File: src/rtl/dmem_port_arbiter.sv
// -----------------------------------------------------------------------------
// dmem_port_arbiter
//
// Shares the single TCM data port between two requesters:
//   port 0 : core load/store unit
//   port 1 : loader / debug DMA master
//
// One request per cycle is forwarded downstream. The source of every accepted
// request is recorded in an in-order tracking FIFO, and each downstream ack is
// steered back to the port at the FIFO head.
//
// Handshake: a port request is valid when pN_rd_i or any pN_wr_i bit is set.
// The requester holds every request field stable until it sees pN_accept_o
// high in the same cycle. pN_ack_o is a one-cycle response strobe with no
// back-pressure; the response fields are meaningful only while it is high.
//
// Optional build macro:
//   DMEM_ARB_RR_EN  defined   -> round-robin on ties (port != last_grant)
//                   undefined -> fixed priority, port 0 wins ties
//
// Parameters:
//   OUTSTANDING  tracking FIFO depth, power of 2 in 2..16
//   TAG_W        request/response tag width
//
// Ports:
//   clk, rst_n                        clock, async active-low reset
//   p0_*/p1_* request  (_i)           addr, data_wr, rd, wr strobes, req_tag
//   p0_*/p1_* response (_o)           accept, ack, error, data_rd, resp_tag
//   m_* request (_o)                  downstream addr, data_wr, rd, wr, req_tag
//   m_accept_i, m_ack_i, m_error_i    downstream handshake
//   m_data_rd_i, m_resp_tag_i         downstream response
//   spurious_o                        sticky: ack seen with tracking FIFO empty
// -----------------------------------------------------------------------------
module dmem_port_arbiter #(
  parameter int OUTSTANDING = 4,
  parameter int TAG_W       = 11
) (
  input  logic             clk,
  input  logic             rst_n,

  input  logic [31:0]      p0_addr_i,
  input  logic [31:0]      p0_data_wr_i,
  input  logic             p0_rd_i,
  input  logic [3:0]       p0_wr_i,
  input  logic [TAG_W-1:0] p0_req_tag_i,
  output logic             p0_accept_o,
  output logic             p0_ack_o,
  output logic             p0_error_o,
  output logic [31:0]      p0_data_rd_o,
  output logic [TAG_W-1:0] p0_resp_tag_o,

  input  logic [31:0]      p1_addr_i,
  input  logic [31:0]      p1_data_wr_i,
  input  logic             p1_rd_i,
  input  logic [3:0]       p1_wr_i,
  input  logic [TAG_W-1:0] p1_req_tag_i,
  output logic             p1_accept_o,
  output logic             p1_ack_o,
  output logic             p1_error_o,
  output logic [31:0]      p1_data_rd_o,
  output logic [TAG_W-1:0] p1_resp_tag_o,

  output logic [31:0]      m_addr_o,
  output logic [31:0]      m_data_wr_o,
  output logic             m_rd_o,
  output logic [3:0]       m_wr_o,
  output logic [TAG_W-1:0] m_req_tag_o,
  input  logic             m_accept_i,
  input  logic             m_ack_i,
  input  logic             m_error_i,
  input  logic [31:0]      m_data_rd_i,
  input  logic [TAG_W-1:0] m_resp_tag_i,

  output logic             spurious_o
);

  localparam int PTR_W = $clog2(OUTSTANDING);
  localparam int CNT_W = PTR_W + 1;
  localparam logic [CNT_W-1:0] FULL_CNT = CNT_W'(OUTSTANDING);

  // Tracking state
  logic [CNT_W-1:0]       count;
  logic [PTR_W-1:0]       rd_ptr;
  logic [PTR_W-1:0]       wr_ptr;
  logic [OUTSTANDING-1:0] owner_fifo;   // one bit per slot: source port id
  logic                   lock;
  logic                   lock_id;
  logic                   spurious;
`ifdef DMEM_ARB_RR_EN
  logic                   last_grant;
`endif

  logic p0_valid;
  logic p1_valid;
  logic grant;
  logic grant_valid;
  logic slot_free;
  logic issue;
  logic accept;
  logic pop;
  logic head_owner;

  assign p0_valid = p0_rd_i | (|p0_wr_i);
  assign p1_valid = p1_rd_i | (|p1_wr_i);

  // Grant selection. A lock pins the grant to the port whose request was
  // presented but not yet taken, so a stalled request is never abandoned.
  always_comb begin
    grant = 1'b0;
    if (lock) begin
      grant = lock_id;
    end else if (p0_valid && p1_valid) begin
`ifdef DMEM_ARB_RR_EN
      grant = ~last_grant;
`else
      grant = 1'b0;
`endif
    end else begin
      grant = p1_valid;
    end
  end

  // Gating with rst_n keeps every strobe low while reset is asserted.
  assign grant_valid = rst_n & (grant ? p1_valid : p0_valid);
  // Full check uses the registered count only: a same-cycle pop does not
  // free a slot for a push.
  assign slot_free   = (count < FULL_CNT);
  assign issue       = grant_valid & slot_free;
  assign accept      = issue & m_accept_i;
  assign pop         = m_ack_i & (count != '0);
  assign head_owner  = owner_fifo[rd_ptr];

  // Downstream request mux; command strobes are suppressed when nothing may
  // be issued so the memory never sees a request we cannot track.
  assign m_addr_o    = grant ? p1_addr_i    : p0_addr_i;
  assign m_data_wr_o = grant ? p1_data_wr_i : p0_data_wr_i;
  assign m_req_tag_o = grant ? p1_req_tag_i : p0_req_tag_i;
  assign m_rd_o      = issue & (grant ? p1_rd_i : p0_rd_i);
  assign m_wr_o      = issue ? (grant ? p1_wr_i : p0_wr_i) : 4'b0000;

  assign p0_accept_o = accept & ~grant;
  assign p1_accept_o = accept &  grant;

  // Response steering: only the owner sees a non-zero response.
  assign p0_ack_o      = pop & ~head_owner;
  assign p1_ack_o      = pop &  head_owner;
  assign p0_error_o    = p0_ack_o & m_error_i;
  assign p1_error_o    = p1_ack_o & m_error_i;
  assign p0_data_rd_o  = p0_ack_o ? m_data_rd_i  : 32'h0;
  assign p1_data_rd_o  = p1_ack_o ? m_data_rd_i  : 32'h0;
  assign p0_resp_tag_o = p0_ack_o ? m_resp_tag_i : '0;
  assign p1_resp_tag_o = p1_ack_o ? m_resp_tag_i : '0;

  assign spurious_o = spurious;

  always_ff @(posedge clk or negedge rst_n) begin
    if (!rst_n) begin
      count      <= '0;
      rd_ptr     <= '0;
      wr_ptr     <= '0;
      owner_fifo <= '0;
      lock       <= 1'b0;
      lock_id    <= 1'b0;
      spurious   <= 1'b0;
`ifdef DMEM_ARB_RR_EN
      last_grant <= 1'b1;
`endif
    end else begin
      if (accept) begin
        owner_fifo[wr_ptr] <= grant;
        wr_ptr             <= wr_ptr + PTR_W'(1);
      end
      if (pop) begin
        rd_ptr <= rd_ptr + PTR_W'(1);
      end
      case ({accept, pop})
        2'b10:   count <= count + CNT_W'(1);
        2'b01:   count <= count - CNT_W'(1);
        default: count <= count;
      endcase
      if (m_ack_i && (count == '0)) begin
        spurious <= 1'b1;
      end
      // Lock is held exactly while the granted request is waiting; it also
      // drops if the owner withdraws, so a misbehaving requester cannot
      // wedge the other port.
      lock    <= grant_valid & ~accept;
      lock_id <= grant;
`ifdef DMEM_ARB_RR_EN
      if (accept) begin
        last_grant <= grant;
      end
`endif
    end
  end

endmodule

File: config.mk
export PLATFORM = sky130hd
export DESIGN_NAME = dmem_port_arbiter
export DESIGN_NICKNAME = d
export VERILOG_FILES = /design/src/rtl/dmem_port_arbiter.sv
export SDC_FILE = /design/constraint.sdc
export NUM_CORES = 1
export LEC_CHECK = 0
export BUFFER_PORTS_ARGS = -buffer_cell sky130_fd_sc_hd__buf_2
export CORE_AREA = 10 10 140 142
export CTS_CLUSTER_DIAMETER = 150
export DETAILED_ROUTE_END_ITERATION = 8
export DIE_AREA = 0 0 150 152
export HOLD_SLACK_MARGIN = 0.1
export SLEW_MARGIN = 20
export SYNTH_ARGS = -nofsm -noshare
export SYNTH_HDL_FRONTEND = slang
export SYNTH_SLANG_ARGS = --single-unit
File: constraint.sdc
create_clock -name clk -period 4.8 [get_ports clk]
set_clock_uncertainty 0.1 [all_clocks]
set_input_delay 1.44 -clock clk [delete_from_list [all_inputs] [get_ports clk]]
set_output_delay 1.44 -clock clk [all_outputs]
set_load 0.01 [all_outputs]
# Word level (Yosys, flattened, before mapping)
# Index checks and enable logic that the tools add are counted.
[word_totals] reg_bits=14 in_bits=208 output_inout_bits=173
[op_classes] add_sub_neg=4 n_lt_le_gt_ge=4 n_eq_ne=2 muxes=19 n_bitwise=17 n_reduce_logical=8
[op_table] op="32-bit two-way mux" count=4
[op_table] op="11-bit two-way mux" count=3
[op_table] op="1-bit AND" count=12
[op_table] op="4-bit two-way mux" count=2
[op_table] op="4-bit OR reduction" count=2
[op_table] op="2-bit by 3-bit less-than comparator with 1-bit output, second input constant" count=2
[op_table] op="1-bit two-way mux" count=6
[op_table] op="3-bit one-hot mux with 2 select lines" count=1
[op_table] op="2-bit by 1-bit adder with 2-bit output, second input constant" count=2
[op_table] op="4-bit bitwise mux" count=1
[op_table] op="3-bit by 1-bit adder with 3-bit output, second input constant" count=1
[op_table] op="1-bit logical AND" count=3
[op_table] op="3-bit logical NOT" count=1
[op_table] op="3-bit less-than comparator, second input constant" count=1
[op_table] op="1-bit inverter" count=3
[op_table] op="3-bit nonzero test" count=1
[op_table] op="3-bit by 1-bit subtractor with 3-bit output, second input constant" count=1
[op_table] op="1-bit binary-select mux with 2-bit select" count=1
[op_table] op="1-bit demux with 2-bit select" count=1
[op_table] op="2-bit by 1-bit equality test with 1-bit output, second input constant" count=1
[op_table] op="2-bit equality test, second input constant" count=1
[op_table] op="2-bit by 1-bit >= comparator with 1-bit output, second input constant" count=1
[op_table] op="1-bit bitwise OR" count=2
[op_table] op="2-bit nonzero test" count=1

# Logic depth before layout (Yosys ltp)
[logic_depth] ltp_word=11 ltp_mapped=10

# Least setup slack after synthesis
# Ideal clock, no wire load.
[synth_path] path_kind="in2out" start="in p0_wr_i[0]" end="out m_data_wr_o[23]" arrival_time_ns=3.031 t_required_ns=3.260 setup_slack_ns=0.229 stages=5 n_path_buf=2 path_cell_list="or3_1 > o41ai_4 > buf_4 > buf_6 > mux2_1"
[synth_between] elab_chain_len=6
[synth_rtl] element="start, declared" line_no="44" rtl="input logic [3:0] p0_wr_i,"
[synth_rtl] element="4-bit OR reduction" line_no="103" rtl="assign p0_valid = p0_rd_i | (|p0_wr_i);"
[synth_rtl] element="1-bit bitwise OR" line_no="103"
[synth_rtl] element="1-bit logical AND" line_no="112" rtl="end else if (p0_valid && p1_valid) begin"
[synth_rtl] element="1-bit two-way mux" line_no="112"
[synth_rtl] element="1-bit two-way mux" line_no="110" rtl="if (lock) begin"
[synth_rtl] element="32-bit two-way mux" line_no="136" rtl="assign m_data_wr_o = grant ? p1_data_wr_i : p0_data_wr_i;"
[synth_rtl] element="end, declared" line_no="64" rtl="output logic [31:0] m_data_wr_o,"
# Every way passes these cells.

# Worst setup path after layout
[layout_path] start="in p0_wr_i[0]" end="out m_data_wr_o[6]"
# Same word-level chain as after synthesis.

==> results.toml <==
[route]
remaining_drc_errors = 0
wl_met1_um = 6520
wl_met3_um = 2040
routed-wl-met2_um = 7970
wl_per_cell_um = 19.0
vias = 3493
top_layer_used = "met4"
drt_iter0_markers = 103
routed_wl_um = 16700
viasPerCell = 3.96
postRouteAntennaNets = 0
drt_first_pass_iters = 4

[die]
fp.dieH_um = 152
core_area_um2 = 16900
die_area_um2 = 22800
num_rows = 48
die_w_um = 150
pin_count = 381
initial_core_util_pct = 13.9

[finish]
stdcell_count = 881
final_cell_mix = "buf_2, mux2_2, and2_1, and3_1"
final_area_um2 = 4740
area.growth.synth_to_final_pct = 101
drive_gt1_share_pct = 72.2
fin_nets = 871
layout_commonest_cell = "buf_2"

[run_status]
status = "complete, no violations"

[timing]
period_share_pct = 98.0
fin_crit_ns = 4.70
setup_viol_count_final = 0
relSlewSlack_pct = 54.4
max_clock_freq_ghz = 0.213
final_max_slew_viol_count = 0
finalHoldViolCount = 0
rsz0062_at_grt = "false"
worst_pin_slew_ns = 0.685
finalWorstSetupSlack_ns = 0.0960

[clock_network]
h-tree-depth = 1
numCtsBuffers = 3
cts_tree = "built"
cts_hold_buf = 0
cts.path.max_buffers = 2
clkTransAtPathRegs_ns = 0.04
ctsRootBufferMaster = "clkbuf_16"
cts.sinks = 14
insertion_delay_ns = 0.24

[power]
comb_power_share_pct = 64.9
p_sw_w = 0.000416
switching_share_pct = 41.9
ir_drop_mv = 0.111
pwr-share-seq_pct = 19.9
power_w = 0.000994
pwr-share-clk_pct = 15.1
power_density_nw_per_um2 = 210
p_leak_nw = 2.84
p_int_w = 0.000578

[critical_path]
cp_data_arrival_time_ns = 3.16
worstSetupPathType = "input port to primary output"
crit_path_end_kind = "primary output"
startpoint_type = "input port"
critPathRequiredTime_ns = 3.26
critPathMaxFanout = 16

[place]
hpwl_um = 15300
place.gp.congestion = 0.854
pre_cts_ws_ns = -0.0118
place_inst = 877
place_area_um2 = 4650
io_buffers = 380

[logic_synthesis]
synth_top_area_share_pct = 29.1
syn_nets = 486
synthesis.area_um2 = 2360
synth_area_leaders = "mux2_2, dfrtp_1, and2_1"
syn_inst = 272
ys_seq_elements = 14
syn_avg_cell_area_um2 = 8.68
yosysWarnings = 0
ys_seq_area_share_pct = 14.8
yosysTopAreaCell = "mux2_2"
synth_cell_types = 33

[global_route]
grt.overflow.total = 0
grt_first_pass_wirelength_um = 24200
grt_pass1_vias = 3919
antenna_found_initial = 2
grt_max_degree = 47
grt_use_total_pct = 13.3

[flow_run]
max_cap_violations = 0

[min_path]
hold_path.class = "register to register"
## layout make-up
cell class | instances | area, µm²
antenna | 1 | 2.50
clock buffer | 3 | 75.1
sequential | 14 | 350
fill | 1862 | 12200
timing repair buffer | 402 | 2120
multi-input combinational | 227 | 1880
inverter | 9 | 33.8
tap | 225 | 282
## per-layer routing
metal / global-route usage (%) / vias up
met2: 23.7 / 241
li1: - / 1712
met3: 4.66 / 12
met5: 0 / -
met4: 1.94 / 0
met1: 15.1 / 1528
## registers in the layout, indices dropped and copies added, names as in the netlist
register	flops
spurious_o	1
lock_id	1
lock	1
owner_fifo	4
wr_ptr	2
count	3
rd_ptr	2
## synthesized netlist by cell type (all sizes together)
master  instances
or3             1
mux2i           1
buf             9
or2             1
nand2b          1
nor3b           1
nor3            3
o21ai           2
clkbuf         13
o41ai           1
a21oi           5
a2111o          1
inv             9
nor4            3
dfrtp          14
ha              5
nor2b           1
mux2           79
a21o            1
nand2          18
xor2            2
and3           44
xnor2           4
mux4            1
or4             1
nor2            4
fa              1
and2           46
## kinds of logic (layout without fill, tap and decap cells)
| kind of cell | after synthesis | after routing | share of synthesized area (%) |
|---|---|---|---|
| flops | 14 | 14 | 14.8 |
| buf+inv | 31 | 414 | 6.14 |
| xor+xnor | 6 | 6 | 2.22 |
| simple gates | 124 | 124 | 30.8 |
| fa+ha+maj | 6 | 6 | 3.50 |
| compound gates | 10 | 10 | 3.44 |
| other cells | 0 | 1 | 0 |
| mux | 81 | 81 | 39.0 |
## power by group through the flow
| stage | logic, W | clock network, W | registers (W) |
|---|---|---|---|
| finish | 0.000645 | 0.000150 | 0.000198 |
| global route | 0.000727 | 0.000163 | 0.000207 |
| CTS | 0.000660 | 0.000155 | 0.000199 |
| detailed placement | 0.000655 | 0 | 0.000200 |
| global placement | 0.000649 | 0 | 0.000199 |
| floorplan | 0.000356 | 0 | 0.000192 |
## path summary, 6_finish.rpt
kind / from / to / slack, ns / depth (start not counted)
max: p0_wr_i[0] / m_data_wr_o[6] / 0.1 / 7
min: spurious_o$_DFFE_PN0P_ / spurious_o$_DFFE_PN0P_ / 0.38 / 1
max reg2reg: lock$_DFF_PN0_ / count[2]$_DFFE_PN0P_ / 2.42 / 10
min reg2reg: spurious_o$_DFFE_PN0P_ / spurious_o$_DFFE_PN0P_ / 0.38 / 1
max in group asynchronous: rst_n / rd_ptr[0]$_DFFE_PN0P_ / 3.37 / 2
min in group asynchronous: rst_n / wr_ptr[1]$_DFFE_PN0P_ / 1.06 / 2
## per-stage QoR
stage	hold WS, ns	util (%)	setup TNS, ns
2_1_floorplan	0.353	-	0
3_3_place_gp	0.375	27.5	0
3_5_place_dp	0.383	27.5	-0.0331
4_1_cts	0.395	27.9	0
5_1_grt	0.406	28.0	0
6_report	0.383	28.0	0
## worst max-delay path: stages
cell and delay (ns):
buf_2 0.10, or3_1 0.43, o41ai_4 0.31, buf_12 0.21, buf_12 0.16, mux2_2 0.36
buf_2 0.15
## repair_timing
action                     in CTS  in global routing
resized for setup               0                  2
pin swaps                       1                  0
setup endpoints to repair       9                 18
buffers inserted                0                  0
Note: power is estimated with default switching activity, not from simulation.
